## config.mk

```make
export PLATFORM = sky130hd
export DESIGN_NAME = game_sequencer
export DESIGN_NICKNAME = d
export VERILOG_FILES = /design/src/rtl/game_sequencer.sv
export SDC_FILE = /design/constraint.sdc
export NUM_CORES = 1
export LEC_CHECK = 0
export CAP_MARGIN = 20
export CORE_MARGIN = 2
export CORE_UTILIZATION = 45
export CTS_CLUSTER_SIZE = 24
export DETAILED_ROUTE_END_ITERATION = 8
export DONT_BUFFER_PORTS = 1
export PLACE_DENSITY_LB_ADDON = 0.15
export SYNTH_ARGS = -nofsm -noshare
export SYNTH_HDL_FRONTEND = slang
export SYNTH_SLANG_ARGS = --single-unit
```

## constraint.sdc

```tcl
create_clock -name i_clk -period 3.8 [get_ports i_clk]
set_input_delay 0.76 -clock i_clk [delete_from_list [all_inputs] [get_ports i_clk]]
set_output_delay 0.76 -clock i_clk [all_outputs]
set_load 0.02 [all_outputs]
```

## src/rtl/game_sequencer.sv

```systemverilog
// Game-flow controller for the flappy-bird datapath: owns the game FSM, divides
// the system clock into game ticks and sequences the per-tick datapath phases.
module game_sequencer #(
  parameter int TICK_DIV        = 5000000,
  parameter int COUNTDOWN_TICKS = 30,
  parameter int DYING_TICKS     = 20
) (
  input  logic        i_clk,
  input  logic        i_rst,
  input  logic        i_start,
  input  logic        i_mode,
  input  logic        i_fail_in,
  input  logic [15:0] i_score_in,
  output logic [2:0]  o_state,
  output logic        o_mode_q,
  output logic        o_game_rst_n,
  output logic        o_step_move,
  output logic        o_step_collide,
  output logic        o_step_score,
  output logic [7:0]  o_countdown,
  output logic [15:0] o_hi_score
);

  localparam int CNT_W = $clog2(TICK_DIV);

  localparam logic [2:0] ST_IDLE      = 3'd0;
  localparam logic [2:0] ST_COUNTDOWN = 3'd1;
  localparam logic [2:0] ST_PLAY      = 3'd2;
  localparam logic [2:0] ST_DYING     = 3'd3;
  localparam logic [2:0] ST_OVER      = 3'd4;

  localparam logic [CNT_W-1:0] TICK_LAST = CNT_W'(TICK_DIV - 1);
  localparam logic [7:0]       CD_INIT   = 8'(COUNTDOWN_TICKS);
  localparam logic [7:0]       DY_INIT   = 8'(DYING_TICKS);

  logic [2:0]       r_state;
  logic             r_start_q;
  logic [CNT_W-1:0] r_tick_cnt;
  logic             r_mode_q;
  logic             r_game_rst_n;
  logic             r_step_move;
  logic             r_move_play;
  logic             r_step_collide;
  logic             r_step_score;
  logic [7:0]       r_countdown;
  logic [7:0]       r_dying;
  logic [15:0]      r_hi_score;

  logic w_running;
  logic w_tick;
  logic w_start_edge;

  assign w_running    = (r_state == ST_COUNTDOWN) || (r_state == ST_PLAY) ||
                        (r_state == ST_DYING);
  assign w_tick       = w_running && (r_tick_cnt == TICK_LAST);
  assign w_start_edge = i_start & ~r_start_q;

  // NOTE: sequential state uses non-blocking assignments so every register
  // samples the values from before the clock edge, independent of block order.
  always_ff @(posedge i_clk or negedge i_rst) begin
    if (!i_rst) begin
      // A button held through reset must not look like a fresh press.
      r_start_q  <= 1'b1;
      r_tick_cnt <= '0;
    end else begin
      r_start_q <= i_start;
      if (!w_running || w_tick) r_tick_cnt <= '0;
      else                      r_tick_cnt <= r_tick_cnt + CNT_W'(1);
    end
  end

  // Phase pipeline: a PLAY tick walks move -> collide -> score on successive
  // cycles; a DYING tick only moves the bird.
  always_ff @(posedge i_clk or negedge i_rst) begin
    if (!i_rst) begin
      r_step_move    <= 1'b0;
      r_move_play    <= 1'b0;
      r_step_collide <= 1'b0;
      r_step_score   <= 1'b0;
    end else begin
      r_step_move    <= w_tick && ((r_state == ST_PLAY) || (r_state == ST_DYING));
      r_move_play    <= w_tick && (r_state == ST_PLAY);
      r_step_collide <= r_move_play;
      r_step_score   <= r_step_collide;
    end
  end

  always_ff @(posedge i_clk or negedge i_rst) begin
    if (!i_rst) begin
      r_state      <= ST_IDLE;
      r_mode_q     <= 1'b0;
      r_game_rst_n <= 1'b1;
      r_countdown  <= 8'd0;
      r_dying      <= 8'd0;
      r_hi_score   <= 16'd0;
    end else begin
      r_game_rst_n <= 1'b1;
      case (r_state)
        ST_IDLE, ST_OVER: begin
          if (w_start_edge) begin
            r_game_rst_n <= 1'b0;
            r_mode_q     <= i_mode;
            r_countdown  <= CD_INIT;
            r_state      <= ST_COUNTDOWN;
          end
        end
        ST_COUNTDOWN: begin
          if (w_tick) begin
            r_countdown <= r_countdown - 8'd1;
            if (r_countdown == 8'd1) r_state <= ST_PLAY;
          end
        end
        ST_PLAY: begin
          if (r_step_score && i_fail_in) begin
            r_state <= ST_DYING;
            r_dying <= DY_INIT;
          end
        end
        ST_DYING: begin
          if (w_tick) begin
            r_dying <= r_dying - 8'd1;
            if (r_dying == 8'd1) begin
              r_state <= ST_OVER;
              if (i_score_in > r_hi_score) r_hi_score <= i_score_in;
            end
          end
        end
        default: r_state <= ST_IDLE;
      endcase
    end
  end

  assign o_state        = r_state;
  assign o_mode_q       = r_mode_q;
  assign o_game_rst_n   = r_game_rst_n;
  assign o_step_move    = r_step_move;
  assign o_step_collide = r_step_collide;
  assign o_step_score   = r_step_score;
  assign o_countdown    = r_countdown;
  assign o_hi_score     = r_hi_score;

endmodule

```

### After elaboration in Yosys (flattened, before gate mapping)

Index checks and enable logic that the tools add are counted.

| storage, ports and cells | value |
|---|---|
| bits in registers | 65 |
| latch bits | 0 |
| memory bits (writable) | 0 |
| bits in read-only memories | 0 |
| bits of input ports | 21 |
| output and inout bits | 32 |
| logic and storage cells | 65 |
| memories kept | 0 |

| operators by class | value |
|---|---|
| $add $sub $neg | 3 |
| multiply operators | 0 |
| divide/modulo/power cells | 0 |
| magnitude comparators | 1 |
| equality and inequality tests | 13 |
| shift operators | 0 |
| multiplexer cells | 16 |
| bitwise logic cells | 2 |
| reductions and logical operators | 18 |

Operator list:

| cell | count |
|---|---|
| 8-bit 2-to-1 mux | 4 |
| 8-bit case mux with 2 select lines | 2 |
| 23-bit by 1-bit adder with 23-bit output (second input constant) | 1 |
| 23-bit equality test (second input constant) | 1 |
| 23-bit 2-to-1 mux | 1 |
| 3-bit 2-to-1 mux | 6 |
| 8-bit by 1-bit equality test with 1-bit output (second input constant) | 2 |
| 16-bit greater-than comparator | 1 |
| 8-bit by 1-bit subtractor with 8-bit output (second input constant) | 2 |
| 3-bit case mux with 4 select lines | 1 |
| 3-bit by 2-bit equality test with 1-bit output (second input constant) | 2 |
| 2-bit by 1-bit != test with 1-bit output (second input constant) | 3 |
| 2-bit != test (second input constant) | 3 |
| 3-bit AND reduction | 2 |
| 6-bit AND reduction | 1 |
| 1-bit logical AND | 4 |
| 1-bit logical OR | 4 |
| 4-bit AND reduction | 1 |
| 2-bit nonzero test | 2 |
| 3-bit by 1-bit equality test with 1-bit output (second input constant) | 1 |
| 3-bit equality test (second input constant) | 1 |
| 3-bit zero test | 1 |
| 1-bit 2-to-1 mux | 2 |
| 2-bit AND reduction | 1 |
| 4 further kinds | 4 |

### Depth between registers and ports, before layout

| logic depth | value |
|---|---|
| depth after elaboration | 6 |
| gate-level depth with buffers | 8 |
| gate-level depth less buffers | 7 |

### Worst setup path before layout

Ideal clock, no wire load.

| timing | value |
|---|---|
| kind | in2reg |
| start point | input i_score_in[1] |
| end point | register r_hi_score[10] (netlist: o_hi_score[10]) |
| setup time | 0.125 ns |
| arrival | 2.548 ns |
| data required time | 3.675 ns |
| setup slack | 1.127 ns |
| cell stages on the path | 7 |
| path buffers | 1 |
| cell sequence | ha_1 nor2b_1 o211ai_1 a2111oi_0 o311ai_4 buf_6 mux2_4 |

| between the ends | value |
|---|---|
| cells in the longest elaborated chain, start to end | 2 |

Ends and longest elaborated chain:

| element | RTL line | RTL |
|---|---|---|
| from (decl) | 13 | `input logic [15:0] i_score_in,` |
| 16-bit greater-than comparator | 124 | `if (i_score_in > r_hi_score) r_hi_score <= i_score_in;` |
| 4-bit AND reduction (no source line) | -- |  |
| to (signal assigned) | 124 |  |
| to (decl) | 47 | `logic [15:0] r_hi_score;` |

No other way between the ends.
A chain may end at the register's enable or synchronous reset.

### Worst setup path after layout

| timing | value |
|---|---|
| start point | register r_tick_cnt[15] |
| end point | register r_tick_cnt[14] |

| between the ends | value |
|---|---|
| cells in the longest elaborated chain, start to end | 4 |

Ends and longest elaborated chain:

| element | RTL line | RTL |
|---|---|---|
| from (decl) | 38 | `logic [CNT_W-1:0] r_tick_cnt;` |
| from (signal assigned) | 68 | `else r_tick_cnt <= r_tick_cnt + CNT_W'(1);` |
| 23-bit equality test | 55 | `assign w_tick = w_running && (r_tick_cnt == TICK_LAST);` |
| 1-bit logical AND | 55 |  |
| 1-bit logical OR | 67 | `if (!w_running \|\| w_tick) r_tick_cnt <= '0;` |
| 23-bit 2-to-1 mux | 67 |  |

No other way between the ends.

==> impl_metrics.json <==
{
  "status": "completed",
  "r2r_start": "r_tick_cnt[15]",
  "final_area_mm2": 0.00387,
  "ant_nets": 0,
  "synthCells": 348,
  "first_pass_iters": 4,
  "die_h_um": 92.7,
  "power_frac_comb_pct": 7.6,
  "wl_per_cell_um": 14.9,
  "maxCapViolCount": 0,
  "synth-edff-count": 0,
  "layout.nets": 396,
  "antenna_found_initial": 0,
  "synthDominantCellAreaShare_pct": 44.6,
  "cp-end-kind": "flip-flop",
  "row_count": 32,
  "syn-cell-area_mm2": 0.00354,
  "pin_count": 53,
  "grt_max_degree": 66,
  "synthFlopType": "dfrtp_1",
  "p_seq_share_pct": 49.9,
  "cp_max_fo": 23,
  "track_usage_pct": 17.9,
  "die_area_mm2": 0.00859,
  "synth_area_per_cell_um2": 10.2,
  "hpwl_um": 4780,
  "holdWs_ns": 0.108,
  "clock_latency_ns": 0.34,
  "p_per_area_mw_per_mm2": 410,
  "drt_iter0_markers": 132,
  "power.share.clock_pct": 42.5,
  "hold_path.class": "in2async",
  "grt_pass1_vias": 2528,
  "cts_setup_buffers": 0,
  "irDropWorstVdd_mv": 0.174,
  "maxSlewViolCount": 0,
  "route.detailed.drc": 0,
  "vias": 2466,
  "grt_pass1_wl_um": 12100,
  "fill_cells": 728,
  "yosysMostFrequentCell": "dfrtp_1",
  "drive_gt1_share_pct": 11.7,
  "hold_viol": 0,
  "synth_nets": 390,
  "cts_made_buffers": 9,
  "worst_slack_ns": 0.952,
  "die_w_um": 92.7,
  "start_util_pct": 46.0,
  "gp_congestion": 0.718,
  "fmax_ghz": 0.351,
  "ctsHoldBuffers": 0,
  "reg2reg_depth": 5,
  "post_cts_resized": 0,
  "diodes": 0,
  "period_share_pct": 74.9,
  "critical_path.cell_chain": "or4b_4 -> nor4_4 -> and2b_2 -> or3_1 -> nor2_1",
  "overflow": 0,
  "period_minus_slack_ns": 2.85,
  "post-place-ws_ns": 0.847,
  "netlist_top_cells_count": "dfrtp_1 (63), nor2_1 (52), inv_1 (25), ha_1 (21), nand2_1 (20)",
  "ys_top_cells_by_area": "dfrtp_1 (45%), ha_1 (7.4%), nor2_1 (5.5%), mux2_4 (4.2%), xnor2_1 (3.5%)",
  "crit_family": "simple AND/OR/NAND/NOR gates",
  "synth-seq-cells": 65,
  "internal-power_uw": 1180,
  "ys_seq_area_share_pct": 46.1,
  "critPathSlowestCell": "or3_1",
  "core-area_mm2": 0.00769,
  "rsz0062_at_grt": "false",
  "synth_top_cell_by_area": "dfrtp_1",
  "p_sw_share_pct": 25.5,
  "port_buffers": 0,
  "cts_sinks": 65,
  "cp.required_ns": 3.99,
  "htreeDepth": 3,
  "p_leak_uw": 0.00170,
  "tns_ns": 0,
  "cts.clk_slew.worst_paths_ns": 0.07,
  "worst_pin_slew_ns": 1.04,
  "worstReg2RegEnd": "r_tick_cnt[14]",
  "area_growth_pct": 9.48,
  "wl_um": 6890,
  "rrSetupSlack_ns": 0.95,
  "final_cells": 461,
  "ys.warnings.count": 0,
  "async_flop_share_pct": 100,
  "cts_root_buffer": "clkbuf_8",
  "cts_max_path_buffers": 2,
  "setup_viol": 0,
  "cts_tree": "done",
  "routed_via_density": 5.35,
  "place_inst": 445,
  "skew_ns": 0.00691,
  "maxSlewHeadroom_pct": 30.5,
  "placed_cell_area_mm2": 0.00364,
  "yosysUniqueCellTypes": 48,
  "slowest_delay_ns": 0.67,
  "start_kind": "flip-flop",
  "switchingPower_uw": 405,
  "crit_type": "reg2reg",
  "cp.arrival_ns": 3.04,
  "cp.buffers_inverters": 0
}
[final cells by class]
cell class | count | area (um2) | area share [%]
Inverter | 26 | 97.6 | 2.52
Clock inverter | 4 | 75.1 | 1.94
Multi-Input combinational cell | 250 | 1770 | 45.8
Sequential cell | 65 | 1630 | 42.1
Timing Repair Buffer | 2 | 15.0 | 0.388
Clock buffer | 12 | 155 | 4.01
Tap cell | 102 | 128 | 3.30
[power by group through the flow]
stage                     Clock (uW)  Combinational, uW  Sequential, uW
after CTS                        696                125             792
after global routing             722                142             799
final                            675                121             792
after floorplan                    0                115             783
after detailed placement           0                125             805
after global placement             0                120             803
[sequential cells by signal, summed over array words and instances (netlist names)]
signal	cells
o_countdown	8
o_game_rst_n	1
o_hi_score	16
o_mode_q	1
o_state	3
o_step_collide	1
o_step_move	1
o_step_score	1
r_dying	8
r_move_play	1
r_start_q	1
r_tick_cnt	23
[layer usage]
metal / GRT usage (%) / share of wire [%] / up-vias
met5: 0 / 0 / -
met4: 6.99 / 1.7 / 0
met3: 5.70 / 7.0 / 9
met2: 28.0 / 45 / 58
met1: 23.3 / 46 / 1177
li1: - / - / 1222
[through the flow]
stage          power [uW]  utilization (%)
3_3_place_gp          923             47.4
4_1_cts              1610             50.4
5_1_grt              1660             50.4
3_5_place_dp          929             47.4
6_report             1590             50.4
2_1_floorplan         898                -
[placed cells by master (no fill, tap or decap), drive strengths merged, types with 3 or more instances in the layout]
cell	count
nand4	13
and4	3
nand2b	6
and3	7
inv	25
mux2i	6
nor2	52
nor3	11
and2	7
xor2	13
clkbuf	12
o21ai	6
mux2	16
ha	21
a21oi	7
nand2	20
or4	4
nand3	18
dfrtp	63
xnor2	14
nor4	3
[logic make-up after synthesis]
kind of cell	Yosys count	share of synthesized area, %
and+or+nand+nor	155	23.0
adders and majority gates	21	7.43
muxes	22	7.85
xor gates and xnor gates	27	6.69
DFF	65	46.1
AOI/OAI and AO/OA	25	5.16
buffers and inverters	33	3.82
[how the worst max path moves through the flow]
stage | end | slack, ns | start | cells past startpoint
5_1_grt | r_tick_cnt[14] | 0.73 | r_tick_cnt[15] | 5
3_3_place_gp | o_hi_score[1] | 0.87 | i_score_in[1] | 6
3_5_place_dp | o_hi_score[0] | 0.85 | i_score_in[1] | 6
4_1_cts | r_tick_cnt[15] | 0.91 | r_tick_cnt[15] | 5
6_report | r_tick_cnt[14] | 0.95 | r_tick_cnt[15] | 5
2_1_floorplan | o_hi_score[10] | 1.13 | i_score_in[1] | 7
(Power assumes the default switching activity.)
